--- config.mk ---
export PLATFORM = sky130hd
export DESIGN_NAME = alu_arbiter_flat
export DESIGN_NICKNAME = d
export VERILOG_FILES = /design/src/rtl/alu_arbiter_pkg.sv /design/src/rtl/alu_arbiter_if.sv /design/src/rtl/alu_arbiter_rr_pick.sv /design/src/rtl/alu_arbiter.sv /design/src/flat_wrapper.sv
export SDC_FILE = /design/constraint.sdc
export NUM_CORES = 1
export LEC_CHECK = 0
export ABC_CLOCK_PERIOD_IN_PS = 1500
export BUFFER_PORTS_ARGS = -buffer_cell sky130_fd_sc_hd__buf_2
export CAP_MARGIN = 20
export CORE_MARGIN = 2
export CORE_UTILIZATION = 43
export CTS_CLUSTER_SIZE = 20
export DETAILED_ROUTE_END_ITERATION = 16
export GPL_TIMING_DRIVEN = 0
export PLACE_DENSITY = 0.75
export SLEW_MARGIN = 20
export SYNTH_ARGS = -nofsm -noshare
export SYNTH_HDL_FRONTEND = slang
export SYNTH_HIERARCHICAL = 1
export SYNTH_SLANG_ARGS = --single-unit
--- constraint.sdc ---
create_clock -name clk -period 1.5 [get_ports clk]
set_input_delay 0.3 -clock clk [delete_from_list [all_inputs] [get_ports clk]]
set_output_delay 0.3 -clock clk [all_outputs]
set_load 0.05 [all_outputs]
--- src/rtl/alu_arbiter_pkg.sv ---
// alu_arbiter_pkg: shared opcode and arbiter state types for the ALU arbiter slice
package alu_arbiter_pkg;
    typedef enum logic [2:0] {
        ADD = 3'b000,
        AND = 3'b001,
        SUB = 3'b010,
        OR  = 3'b011,
        XOR = 3'b100,
        MUL = 3'b101,
        DIV = 3'b110,
        MIN = 3'b111
    } alu_op_t;

    typedef enum logic [1:0] {IDLE, EXEC, RESP} arb_state_t;
endpackage

--- src/rtl/alu_arbiter_if.sv ---
// alu_arbiter_if: request/response handshake bundle between requesters and the ALU arbiter
interface alu_arbiter_if
    import alu_arbiter_pkg::*;
#(
    parameter int N    = 3,
    parameter int NREQ = 2
);
    logic    [NREQ-1:0]        req_valid;
    logic    [NREQ-1:0]        req_ready;
    alu_op_t [NREQ-1:0]        req_op;
    logic    [NREQ-1:0][N-1:0] req_a;
    logic    [NREQ-1:0][N-1:0] req_b;
    logic    [NREQ-1:0]        resp_valid;
    logic    [NREQ-1:0]        resp_ready;
    logic    [2*N-1:0]         resp_data;
    logic                      resp_dz;

    modport master (
        output req_valid, req_op, req_a, req_b, resp_ready,
        input  req_ready, resp_valid, resp_data, resp_dz
    );

    modport slave (
        input  req_valid, req_op, req_a, req_b, resp_ready,
        output req_ready, resp_valid, resp_data, resp_dz
    );
endinterface

--- src/rtl/alu_arbiter_rr_pick.sv ---
// rr_pick: combinational round-robin picker, first set request at or after ptr (wrapping)
module rr_pick #(
    parameter int NREQ = 2,
    parameter int IW   = $clog2(NREQ)
) (
    input  logic [NREQ-1:0] req,
    input  logic [IW-1:0]   ptr,
    output logic [NREQ-1:0] gnt,
    output logic [IW-1:0]   idx,
    output logic            any
);
    always_comb begin
        int j;
        j   = 0;
        idx = '0;
        any = 1'b0;
        for (int k = 0; k < NREQ; k++) begin
            j = int'(ptr) + k;
            j = (j >= NREQ) ? j - NREQ : j;
            if (!any && req[IW'(j)]) begin
                any = 1'b1;
                idx = IW'(j);
            end
        end
        gnt = any ? (NREQ'(1) << idx) : '0;
    end
endmodule

--- src/rtl/alu_arbiter.sv ---
// alu_arbiter: round-robin sharing of one external combinational ALU between NREQ requesters,
// one operation in flight, registered operands/result and divide-by-zero flagging.
module alu_arbiter
    import alu_arbiter_pkg::*;
#(
    parameter int N    = 3,
    parameter int NREQ = 2,
    parameter int CNTW = 16
) (
    input  logic             clk,
    input  logic             rst_n,
    alu_arbiter_if.slave     bus,
    output logic [N-1:0]     alu_operand1,
    output logic [N-1:0]     alu_operand2,
    output alu_op_t          alu_operation,
    input  logic [2*N-1:0]   alu_result,
    output logic             busy,
    output logic [CNTW-1:0]  op_count
);
    localparam int IW = $clog2(NREQ);

    arb_state_t      state_q, state_d;
    logic [IW-1:0]   rr_ptr_q, rr_ptr_d;
    logic [IW-1:0]   grant_q, grant_d;
    alu_op_t         op_q, op_d;
    logic [N-1:0]    a_q, a_d;
    logic [N-1:0]    b_q, b_d;
    logic [2*N-1:0]  result_q, result_d;
    logic            dz_q, dz_d;
    logic [CNTW-1:0] op_count_q, op_count_d;

    logic [NREQ-1:0] pick_gnt;
    logic [IW-1:0]   pick_idx;
    logic            pick_any;
    logic            div_zero;

    rr_pick #(.NREQ(NREQ), .IW(IW)) u_pick (
        .req (bus.req_valid),
        .ptr (rr_ptr_q),
        .gnt (pick_gnt),
        .idx (pick_idx),
        .any (pick_any)
    );

    assign div_zero = (op_q == DIV) && (b_q == '0);

    always_comb begin
        state_d    = state_q;
        rr_ptr_d   = rr_ptr_q;
        grant_d    = grant_q;
        op_d       = op_q;
        a_d        = a_q;
        b_d        = b_q;
        result_d   = result_q;
        dz_d       = dz_q;
        op_count_d = op_count_q;
        unique case (state_q)
            IDLE: if (pick_any) begin
                grant_d = pick_idx;
                op_d    = bus.req_op[pick_idx];
                a_d     = bus.req_a[pick_idx];
                b_d     = bus.req_b[pick_idx];
                state_d = EXEC;
            end
            EXEC: begin
                result_d = div_zero ? '1 : alu_result;
                dz_d     = div_zero;
                state_d  = RESP;
            end
            RESP: if (bus.resp_ready[grant_q]) begin
                rr_ptr_d   = (grant_q == IW'(NREQ - 1)) ? '0 : grant_q + 1'b1;
                op_count_d = op_count_q + 1'b1;
                state_d    = IDLE;
            end
            default: state_d = IDLE;
        endcase
    end

    always_ff @(posedge clk or negedge rst_n) begin
        if (!rst_n) begin
            state_q    <= IDLE;
            rr_ptr_q   <= '0;
            grant_q    <= '0;
            op_q       <= ADD;
            a_q        <= '0;
            b_q        <= '0;
            result_q   <= '0;
            dz_q       <= 1'b0;
            op_count_q <= '0;
        end else begin
            state_q    <= state_d;
            rr_ptr_q   <= rr_ptr_d;
            grant_q    <= grant_d;
            op_q       <= op_d;
            a_q        <= a_d;
            b_q        <= b_d;
            result_q   <= result_d;
            dz_q       <= dz_d;
            op_count_q <= op_count_d;
        end
    end

    // Ready is held off while reset is asserted so nothing is accepted during reset.
    assign bus.req_ready  = (state_q == IDLE && rst_n) ? pick_gnt : '0;
    assign bus.resp_valid = (state_q == RESP) ? (NREQ'(1) << grant_q) : '0;
    assign bus.resp_data  = (state_q == RESP) ? result_q : '0;
    assign bus.resp_dz    = (state_q == RESP) && dz_q;
    assign alu_operand1   = a_q;
    assign alu_operand2   = b_q;
    assign alu_operation  = op_q;
    assign busy           = (state_q != IDLE);
    assign op_count       = op_count_q;
endmodule

--- src/flat_wrapper.sv ---
// flat-port wrapper written by rule: the top's interface ports become plain ports
module alu_arbiter_flat import alu_arbiter_pkg::*;
#(
    parameter int N    = 3,
    parameter int NREQ = 2,
    parameter int CNTW = 16
)
  (clk, rst_n, alu_operand1, alu_operand2, alu_operation, alu_result, busy, op_count, bus_req_valid, bus_req_op, bus_req_a, bus_req_b, bus_resp_ready, bus_req_ready, bus_resp_valid, bus_resp_data, bus_resp_dz);
  alu_arbiter_if #(.N(N), .NREQ(NREQ)) bus_i ();
  input  logic clk;
  input  logic rst_n;
  output logic [N-1:0] alu_operand1;
  output logic [N-1:0] alu_operand2;
  output alu_op_t alu_operation;
  input  logic [2*N-1:0] alu_result;
  output logic busy;
  output logic [CNTW-1:0] op_count;
  input wire logic [$bits(bus_i.req_valid)-1:0] bus_req_valid;
  input wire logic [$bits(bus_i.req_op)-1:0] bus_req_op;
  input wire logic [$bits(bus_i.req_a)-1:0] bus_req_a;
  input wire logic [$bits(bus_i.req_b)-1:0] bus_req_b;
  input wire logic [$bits(bus_i.resp_ready)-1:0] bus_resp_ready;
  output wire logic [$bits(bus_i.req_ready)-1:0] bus_req_ready;
  output wire logic [$bits(bus_i.resp_valid)-1:0] bus_resp_valid;
  output wire logic [$bits(bus_i.resp_data)-1:0] bus_resp_data;
  output wire logic [$bits(bus_i.resp_dz)-1:0] bus_resp_dz;
  assign bus_i.req_valid = bus_req_valid;
  assign bus_i.req_op = bus_req_op;
  assign bus_i.req_a = bus_req_a;
  assign bus_i.req_b = bus_req_b;
  assign bus_i.resp_ready = bus_resp_ready;
  assign bus_req_ready = bus_i.req_ready;
  assign bus_resp_valid = bus_i.resp_valid;
  assign bus_resp_data = bus_i.resp_data;
  assign bus_resp_dz = bus_i.resp_dz;
  alu_arbiter #(.N(N), .NREQ(NREQ), .CNTW(CNTW)) u_core (.clk(clk), .rst_n(rst_n), .bus(bus_i), .alu_operand1(alu_operand1), .alu_operand2(alu_operand2), .alu_operation(alu_operation), .alu_result(alu_result), .busy(busy), .op_count(op_count));
endmodule
==> results of run 1 <==
## what timing repair did
item / in CTS / in global routing
setup buffers: 4 / 3
cloned: 1 / 0
hold endpoints to repair: 36 / 0
pin swaps: 6 / 6
gates resized for setup: 41 / 20
endpoints found under the setup margin: 30 / 37
## per-stage QoR
step	hold WS (ns)	TNS (ns)	instance area (sq um)
after floorplan	0.00441	-0.219	1710
after global placement	0.429	-1.95	2090
after detailed placement	0.433	-2.01	2090
after CTS	-0.0182	-0.707	2350
after global routing	-0.00540	-1.72	2430
final	-0.0352	-0.900	2430
## cell families after synthesis
kind of cell / count (synthesis) / share of synthesized area
AND/OR/NAND/NOR: 66 / 0.220
flip-flops: 36 / 0.534
AO/OA/AOI/OAI: 18 / 0.0549
XOR/XNOR: 15 / 0.0779
multiplexers: 13 / 0.0816
buffers and inverters: 8 / 0.0237
adder cells (fa/ha/maj): 1 / 0.00742
## cells in the final DEF (no fill, tap or decap), types with 6 or more instances in the layout
master and n:
buf_2 52, nor2_1 25, dfrtp_1 23, a21oi_1 15
dfrtp_2 13, buf_4 11, xnor2_1 10, buf_8 9
mux2i_1 9, and2_4 8, clkbuf_8 6, nand2_1 6
## how the worst max path moves through the flow
stage	start	end	slack, ns	depth (start not counted)
floorplan	u_core/op_count[0]	u_core/op_count[12]	-0.09	5
global placement	rst_n	bus_req_ready[1]	-0.30	3
detailed placement	rst_n	bus_req_ready[1]	-0.31	3
CTS	u_core/state_q[0]	bus_resp_valid[0]	-0.09	3
global route	u_core/state_q[0]	bus_resp_valid[0]	-0.17	3
finish	u_core/state_q[0]	bus_resp_valid[0]	-0.11	3
## cell usage after synthesis (2+ instances only)
library cell / instances
nand2_1: 6
inv_1: 2
o21ai_0: 2
xor2_1: 5
nor2b_1: 2
mux2i_1: 9
xnor2_1: 10
buf_2: 2
dfrtp_1: 36
nand2b_1: 2
and3_1: 3
nand4_1: 2
buf_4: 2
nor2_1: 27
and2_1: 9
nor4_4: 2
nand3_1: 4
mux2_2: 3
a21oi_1: 15
clkbuf_1: 2
## area by class of cell
cell class / instances / share of cell area
buffer: 6 / 0.0181
clock buffer: 8 / 0.0371
inverter: 2 / 0.00309
multi-input combinational: 114 / 0.339
sequential: 36 / 0.378
tap: 48 / 0.0248
timing repair buffer: 72 / 0.200
## layer usage
layer  wire length (um)  track usage
met1               1580        0.208
met2               2030        0.315
met3                190       0.0456
met4                 40       0.0561
met5                  0            0
## power by group through the flow
stage / Sequential [mW] / Combinational, mW / Clock (mW)
after detailed placement: 1.60 / 2.29 / 0
final: 1.63 / 2.75 / 0.693
after CTS: 1.62 / 2.56 / 0.714
after global placement: 1.59 / 2.25 / 0
after global routing: 1.68 / 2.91 / 0.764
after floorplan: 2.24 / 1.09 / 0
## registers in the layout (all words and copies together), names as in the netlist
| name | flops |
|---|---|
| u_core/rr_ptr_q | 1 |
| u_core/dz_q | 1 |
| u_core/grant_q | 1 |
| u_core/alu_operand2 | 3 |
| u_core/result_q | 6 |
| u_core/op_count | 16 |
| u_core/alu_operand1 | 3 |
| u_core/alu_operation | 3 |
| u_core/state_q | 2 |
==> impl_metrics.env, run 1 <==
export IMPL_path_cells="nand2b_1, nor2_2, buf_4"
export IMPL_fmax_mhz=620
export IMPL_htreeDepth=2
export IMPL_rows=22
export IMPL_vias_per_cell=4.92
export IMPL_p_leak_nw=1.15
export IMPL_cts_buffer_depth=2
export IMPL_critPathMaxFanout=7
export IMPL_cp_slowest_cell="dfrtp_2"
export IMPL_seqPwrFrac=0.322
export IMPL_numPortBuffers=65
export IMPL_crit_family="flip-flops"
export IMPL_rsz0062_at_grt="yes"
export IMPL_hold_viol_final=36
export IMPL_rr_worst_depth=4
export IMPL_seqCellArea_sq_um=917
export IMPL_rrSetupSlack_ns=0.02
export IMPL_die_h_um=66.6
export IMPL_core_area_sq_mm=0.00372
export IMPL_drc=0
export IMPL_placed_cells=270
export IMPL_syn_to_final_growth_pct=43.8
export IMPL_die_w_um=66.6
export IMPL_drv_slew=0
export IMPL_initialDrtViolationCount=45
export IMPL_multiInputGateArea_sq_um=822
export IMPL_gr_total_overflow=0
export IMPL_total_power_mw=5.07
export IMPL_first_pass_iters=4
export IMPL_cts_tree="built"
export IMPL_synth_top_area_frac=0.534
export IMPL_ys_warn_count=6
export IMPL_ys_seq_area_frac=0.534
export IMPL_place_ws_ns=-0.309
export IMPL_die_area_sq_mm=0.00444
export IMPL_vdd_drop_max_uv=1210
export IMPL_yosys_area_top_type="dfrtp_1"
export IMPL_synthCells=157
export IMPL_status="complete, but fails checks"
export IMPL_cts_root_buffer="clkbuf_8"
export IMPL_crit_arrival_ns=1.31
export IMPL_cts_sinks=36
export IMPL_clkPwrFrac=0.137
export IMPL_power_frac_comb=0.542
export IMPL_path_class="register to output port"
export IMPL_vias=1407
export IMPL_avgSynthCellArea_sq_um=10.7
export IMPL_syn_nets=188
export IMPL_wl_per_cell_um=13.4
export IMPL_initial_utilization=0.454
export IMPL_worstSetupEndpointType="output port"
export IMPL_reg2reg_to="u_core/op_count[13]"
export IMPL_synth_edf_count=0
export IMPL_max_slew_margin=0.688
export IMPL_ioPinCount=67
export IMPL_grt_pass1_wl_um=5910
export IMPL_synth_cell_type_count=32
export IMPL_clk_latency_ns=0.28
export IMPL_cts_made_buffers=5
export IMPL_r2r_start="u_core/grant_q"
export IMPL_synth_flop_cell="dfrtp_1"
export IMPL_swShare=0.471
export IMPL_path_buf_inv=1
export IMPL_hold_path_class="primary input to async pin"
export IMPL_post_route_util=0.653
export IMPL_fin_nets=268
export IMPL_timing_critical_path_required_ns=1.20
export IMPL_setup_viol=11
export IMPL_power_switching_mw=2.39
export IMPL_routabilityCongestion=0.689
export IMPL_violations="hold timing, setup timing"
export IMPL_synthArstFlopShare=1.00
export IMPL_ys_ff_latch=36
export IMPL_timing_hold_ws_ns=-0.0352
export IMPL_dpl_hpwl_um=2530
export IMPL_synth_area_leaders="dfrtp_1 (53%), nor2_1 (6.0%), mux2i_1 (5.3%), xnor2_1 (5.2%), a21oi_1 (4.5%)"
export IMPL_finalClockSkew_ns=0.00818
export IMPL_worst_slack_ns=-0.112
export IMPL_p_int_mw=2.68
export IMPL_tightest_slew_ns=0.465
export IMPL_n_fill_cell=307
export IMPL_crit_path_start_kind="register"
export IMPL_antenna_found_initial=0
export IMPL_cap_viol_max_count=0
export IMPL_wl_um=3840
export IMPL_power_density_mw_per_mm2=2090
export IMPL_grt_start_max_net_pins=39
export IMPL_grt_pass1_vias=1340
export IMPL_antennaDiodeCount=0
export IMPL_synth_area_sq_mm=0.00169
export IMPL_critPathMaxStageDelay_ns=0.48
export IMPL_drive_above_1_share=0.504
export IMPL_min_period_ns=1.61
export IMPL_fin_crit_sh=1.07
export IMPL_grt_usage=0.177
export IMPL_ant_nets=0
export IMPL_instances_no_fill=286
export IMPL_clkTransAtPathRegs_ns=0.07
No activity file was read; power rests on OpenSTA's default activity.
==> run 2, diff against run 1 <==
Settings changed: PLACE_DENSITY 0.75 to 0.73.
==> run 2 against run 1 <==
Net effect: the run ends with setup timing left; flip-flop and latch count unchanged; combinational power down 5%; clock-buffer cell count unchanged; highest routed layer unchanged; via count down 0.28%; critical path depth unchanged; critical path type unchanged; critical endpoint is now bus_resp_data[4]; sequential share of layout area down 0.19 points.
==> impl_metrics.env, run 2 (synthesis gave the netlist of run 1 again) <==
export IMPL_status="complete, but fails checks"
export IMPL_violations="setup timing"
export IMPL_htreeDepth=2
export IMPL_first_pass_iters=4
export IMPL_fin_nets=270
export IMPL_cp_slowest_cell="dfrtp_2"
export IMPL_finalClockSkew_ns=0.00676
export IMPL_initial_utilization=0.454
export IMPL_crit_arrival_ns=1.29
export IMPL_setup_viol=11
export IMPL_worst_slack_ns=-0.0887
export IMPL_ioPinCount=67
export IMPL_power_density_mw_per_mm2=2040
export IMPL_timing_critical_path_required_ns=1.20
export IMPL_tightest_slew_ns=0.453
export IMPL_antennaDiodeCount=0
export IMPL_rsz0062_at_grt="yes"
export IMPL_timing_hold_ws_ns=0.293
export IMPL_ant_nets=0
export IMPL_drv_slew=0
export IMPL_syn_to_final_growth_pct=44.6
export IMPL_core_area_sq_mm=0.00372
export IMPL_wl_per_cell_um=12.9
export IMPL_layout_common_cells="buf_2 (54), nor2_1 (25), dfrtp_1 (23)"
export IMPL_initialDrtViolationCount=41
export IMPL_cts_root_buffer="clkbuf_8"
export IMPL_die_w_um=66.6
export IMPL_worstHoldStart="alu_result[1]"
export IMPL_vias_per_cell=4.87
export IMPL_critPathMaxStageDelay_ns=0.48
export IMPL_drive_above_1_share=0.496
export IMPL_cts_made_buffers=5
export IMPL_grt_usage=0.181
export IMPL_wl_um=3710
export IMPL_numPortBuffers=65
export IMPL_hold_viol_final=0
export IMPL_r2r_start="u_core/grant_q"
export IMPL_worstSetupEndpointType="output port"
export IMPL_fmax_mhz=629
export IMPL_die_h_um=66.6
export IMPL_clk_latency_ns=0.28
export IMPL_grt_pass1_wl_um=5930
export IMPL_post_route_util=0.656
export IMPL_die_area_sq_mm=0.00444
export IMPL_path_cells="nor2b_2, and2_1, buf_4"
export IMPL_layout_commonest_cell="buf_2"
export IMPL_cap_viol_max_count=0
export IMPL_p_leak_nw=1.16
export IMPL_cts_tree="built"
export IMPL_cts_sinks=36
export IMPL_dpl_hpwl_um=2580
export IMPL_grt_pass1_vias=1301
export IMPL_vias=1403
export IMPL_fin_crit_sh=1.06
export IMPL_grt_start_max_net_pins=39
export IMPL_vdd_drop_max_uv=1320
export IMPL_clkTransAtPathRegs_ns=0.07
export IMPL_critPathMaxFanout=7
export IMPL_gr_total_overflow=0
export IMPL_cts_buffer_depth=2
export IMPL_crit_path_start_kind="register"
export IMPL_largest_reg_flops=16
export IMPL_hold_path_class="primary input to register"
export IMPL_min_period_ns=1.59
export IMPL_rows=22
export IMPL_startpoint="u_core/state_q[0]"
export IMPL_drc=0
export IMPL_path_class="register to output port"
export IMPL_total_power_mw=4.98
export IMPL_routabilityCongestion=0.672
export IMPL_max_slew_margin=0.696
export IMPL_antenna_found_initial=0
==> run 2: what timing repair did <==
item | 4_1_cts | 5_1_grt
setup buffers | 3 | 5
pin swaps | 5 | 8
setup endpoints to repair | 29 | 37
gates resized for setup | 37 | 11
endpoints found under the hold margin | 36 | 9
cloned | 1 | 0
==> run 2: critical path, delay by kind of cell (launching register included) <==
family                 cells  cell delay (ns)
AND/OR/NAND/NOR            2             0.35
buffers and inverters      1             0.19
flip-flops                 1             0.48
==> run 2: final cells by class <==
class,instances,area [sq um]
Fill cell,302,1280
Buffer,4,22.5
Sequential cell,36,917
Timing Repair Buffer,76,515
Inverter,2,7.51
Clock buffer,8,100
Tap cell,48,60.1
Multi-Input combinational cell,114,816
==> run 2: where the power goes <==
part	total, mW	internal (mW)	switching (mW)
clock network	0.737	0.419	0.318
registers	1.62	1.32	0.299
logic	2.62	0.910	1.71
total	4.98	2.65	2.33
==> run 2: final timing paths <==
path,depth (start not counted),to,slack (ns)
hold / removal,3,u_core/result_q[1],0.29
hold reg to reg,1,u_core/op_count[5],0.48
min in group asynchronous,2,u_core/op_count[15],0.50
setup / recovery,3,bus_resp_data[4],-0.09
max in group asynchronous,2,u_core/op_count[9],0.69
setup reg to reg,4,u_core/op_count[13],0.01
==> run 2: per-stage QoR <==
step | cells | setup TNS, ns | worst slack (ns) | area [sq um]
CTS | 281 | -0.720 | -0.0855 | 2330
finish | 288 | -0.765 | -0.0887 | 2440
floorplan | 157 | -0.219 | -0.0919 | 1710
detailed placement | 270 | -2.31 | -0.323 | 2090
global placement | 270 | -2.11 | -0.303 | 2090
global route | 288 | -1.99 | -0.145 | 2440
==> run 2: per-layer routing <==
layer  track usage  vias up  share of wire
li1              -      691              -
met1         0.211      666           0.40
met2         0.313       41           0.54
met3        0.0439        5          0.055
met4        0.0842        0          0.011
met5             0        -              0
==> run 3, diff against run 2 <==
--- a/constraint.sdc
+++ b/constraint.sdc
@@ -3,2 +3,2 @@
 set_output_delay 0.3 -clock clk [all_outputs]
-set_load 0.05 [all_outputs]
+set_load 0.005 [all_outputs]
==> run 3 against run 2 <==
Net effect: the flow finishes with violations (hold timing, setup timing); sequential share of layout area up 0.85 points; flip-flop and latch count unchanged; setup slack better by 0.057 ns; cell count down 1.0%; clock skew down 0.0052 ns; largest cell class unchanged; largest power group is now sequential cells.
==> impl_metrics.env, run 3 (synthesis gave the netlist of run 1 again) <==
export IMPL_status="complete, but fails checks"
export IMPL_violations="hold timing, setup timing"
export IMPL_drc=0
export IMPL_cts_tree="built"
export IMPL_antennaDiodeCount=0
export IMPL_clk_latency_ns=0.28
export IMPL_initial_utilization=0.454
export IMPL_power_frac_comb=0.372
export IMPL_grt_pass1_vias=1345
export IMPL_cts_made_buffers=5
export IMPL_timing_critical_path_required_ns=1.20
export IMPL_reg2reg_to="u_core/op_count[13]"
export IMPL_grt_usage=0.174
export IMPL_p_leak_nw=1.15
export IMPL_max_slew_margin=0.690
export IMPL_wl_per_cell_um=12.5
export IMPL_first_pass_iters=4
export IMPL_timing_hold_ws_ns=-0.0320
export IMPL_fin_nets=267
export IMPL_rr_worst_depth=4
export IMPL_rrSetupSlack_ns=0
export IMPL_worstSetupEndpointType="output port"
export IMPL_gr_total_overflow=0
export IMPL_syn_to_final_growth_pct=39.5
export IMPL_clkTransAtPathRegs_ns=0.07
export IMPL_ioPinCount=67
export IMPL_power_switching_mw=1.30
export IMPL_grt_start_max_net_pins=39
export IMPL_layout_common_cells="buf_2 (61), dfrtp_1 (33), nor2_1 (24)"
export IMPL_antenna_found_initial=0
export IMPL_vias_per_cell=4.86
export IMPL_setup_viol=5
export IMPL_power_density_mw_per_mm2=1650
export IMPL_hold_path_class="primary input to async pin"
export IMPL_cts_sinks=36
export IMPL_die_w_um=66.6
export IMPL_numPortBuffers=65
export IMPL_wl_um=3550
export IMPL_total_power_mw=3.88
export IMPL_cts_buffer_depth=2
export IMPL_worst_slack_ns=-0.0314
export IMPL_initialDrtViolationCount=55
export IMPL_path_class="register to output port"
export IMPL_die_area_sq_mm=0.00444
export IMPL_layout_commonest_cell="buf_2"
export IMPL_clkPwrFrac=0.215
export IMPL_rows=22
export IMPL_drive_above_1_share=0.464
export IMPL_place_ws_ns=-0.180
export IMPL_rsz0062_at_grt="yes"
export IMPL_vias=1385
export IMPL_cp_endpoint="bus_resp_dz"
export IMPL_grt_pass1_wl_um=5770
export IMPL_startpoint="u_core/state_q[1]"
export IMPL_critPathMaxFanout=7
export IMPL_htreeDepth=2
export IMPL_core_area_sq_mm=0.00372
export IMPL_fin_crit_sh=1.02
export IMPL_routabilityCongestion=0.675
export IMPL_tightest_slew_ns=0.462
export IMPL_r2r_start="u_core/grant_q"
export IMPL_crit_arrival_ns=1.23
export IMPL_crit_path_start_kind="register"
export IMPL_instances_no_fill=285
export IMPL_placed_cells=270
export IMPL_p_int_mw=2.58
export IMPL_min_period_ns=1.53
export IMPL_vdd_drop_max_uv=784
export IMPL_hold_viol_final=36
export IMPL_ant_nets=0
export IMPL_cap_viol_max_count=0
export IMPL_seqPwrFrac=0.413
export IMPL_drv_slew=0
export IMPL_fmax_mhz=653
export IMPL_dpl_hpwl_um=2520
export IMPL_largest_reg_flops=16
export IMPL_cts_root_buffer="clkbuf_8"
export IMPL_finalClockSkew_ns=0.00157
export IMPL_swShare=0.334
export IMPL_die_h_um=66.6
[run 3: cell types whose count changed in the layout (fill, tap and decap cells not counted), moves of 2 or more]
cell and change:
and2_1 +3, and2_4 -3, buf_2 +7, buf_4 -2, buf_6 +2, buf_8 -7
clkbuf_8 -2, dfrtp_1 +10, dfrtp_2 -10, dlygate4sd3_1 -2
[run 3: worst max-delay path, cell delays in order (launching register included)]
cell,delay [ns]
dfrtp_2,0.46
nor2b_4,0.24
and2_4,0.17
buf_6,0.08
[run 3: layout make-up]
class / count / area (sq um)
buffer: 4 / 22.5
clock buffer: 5 / 68.8
multi-input combinational: 114 / 833
clock inverter: 3 / 42.5
sequential: 36 / 905
inverter: 2 / 7.51
tap: 48 / 60.1
timing repair buffer: 73 / 413
fill: 314 / 1360
[run 3: how the worst min path moves through the flow]
stage / endpoint / slack (ns) / startpoint
after floorplan: u_core/alu_operand1[0] / 0.004 / rst_n
final: u_core/op_count[7] / -0.03 / rst_n
after detailed placement: u_core/op_count[3] / 0.44 / rst_n
after global placement: u_core/op_count[5] / 0.43 / rst_n
after global routing: u_core/op_count[7] / -0.01 / rst_n
after CTS: u_core/op_count[7] / -0.02 / rst_n
[run 3: stage by stage]
step                      utilization  cell area [sq um]  setup TNS, ns
after detailed placement        0.558               2070          -1.49
after global placement          0.558               2070          -1.27
final                           0.633               2350         -0.139
after global routing            0.633               2350         -0.949
after CTS                       0.608               2260         -0.220
after floorplan                     -               1690              0
[run 3: metal layers]
metal | part of all wire | global-route usage | vias to the layer above
li1 | - | - | 683
met5 | 0 | 0 | -
met1 | 0.41 | 0.200 | 653
met2 | 0.52 | 0.310 | 49
met3 | 0.064 | 0.0591 | 0
met4 | 0 | 0.0383 | 0
[run 3: power groups by stage]
stage | Clock (mW) | Combinational (mW) | Sequential (mW)
floorplan | 0 | 0.721 | 1.55
global placement | 0 | 1.19 | 1.57
detailed placement | 0 | 1.22 | 1.58
CTS | 0.869 | 1.32 | 1.58
global route | 0.922 | 1.60 | 1.65
finish | 0.836 | 1.44 | 1.60
[run 3: repair_timing]
action,in CTS,in global routing
resized for setup,16,13
gates cloned,0,1
setup endpoints to repair,34,27
pin swaps,6,11
endpoints found under the hold margin,36,36
setup buffers,3,5
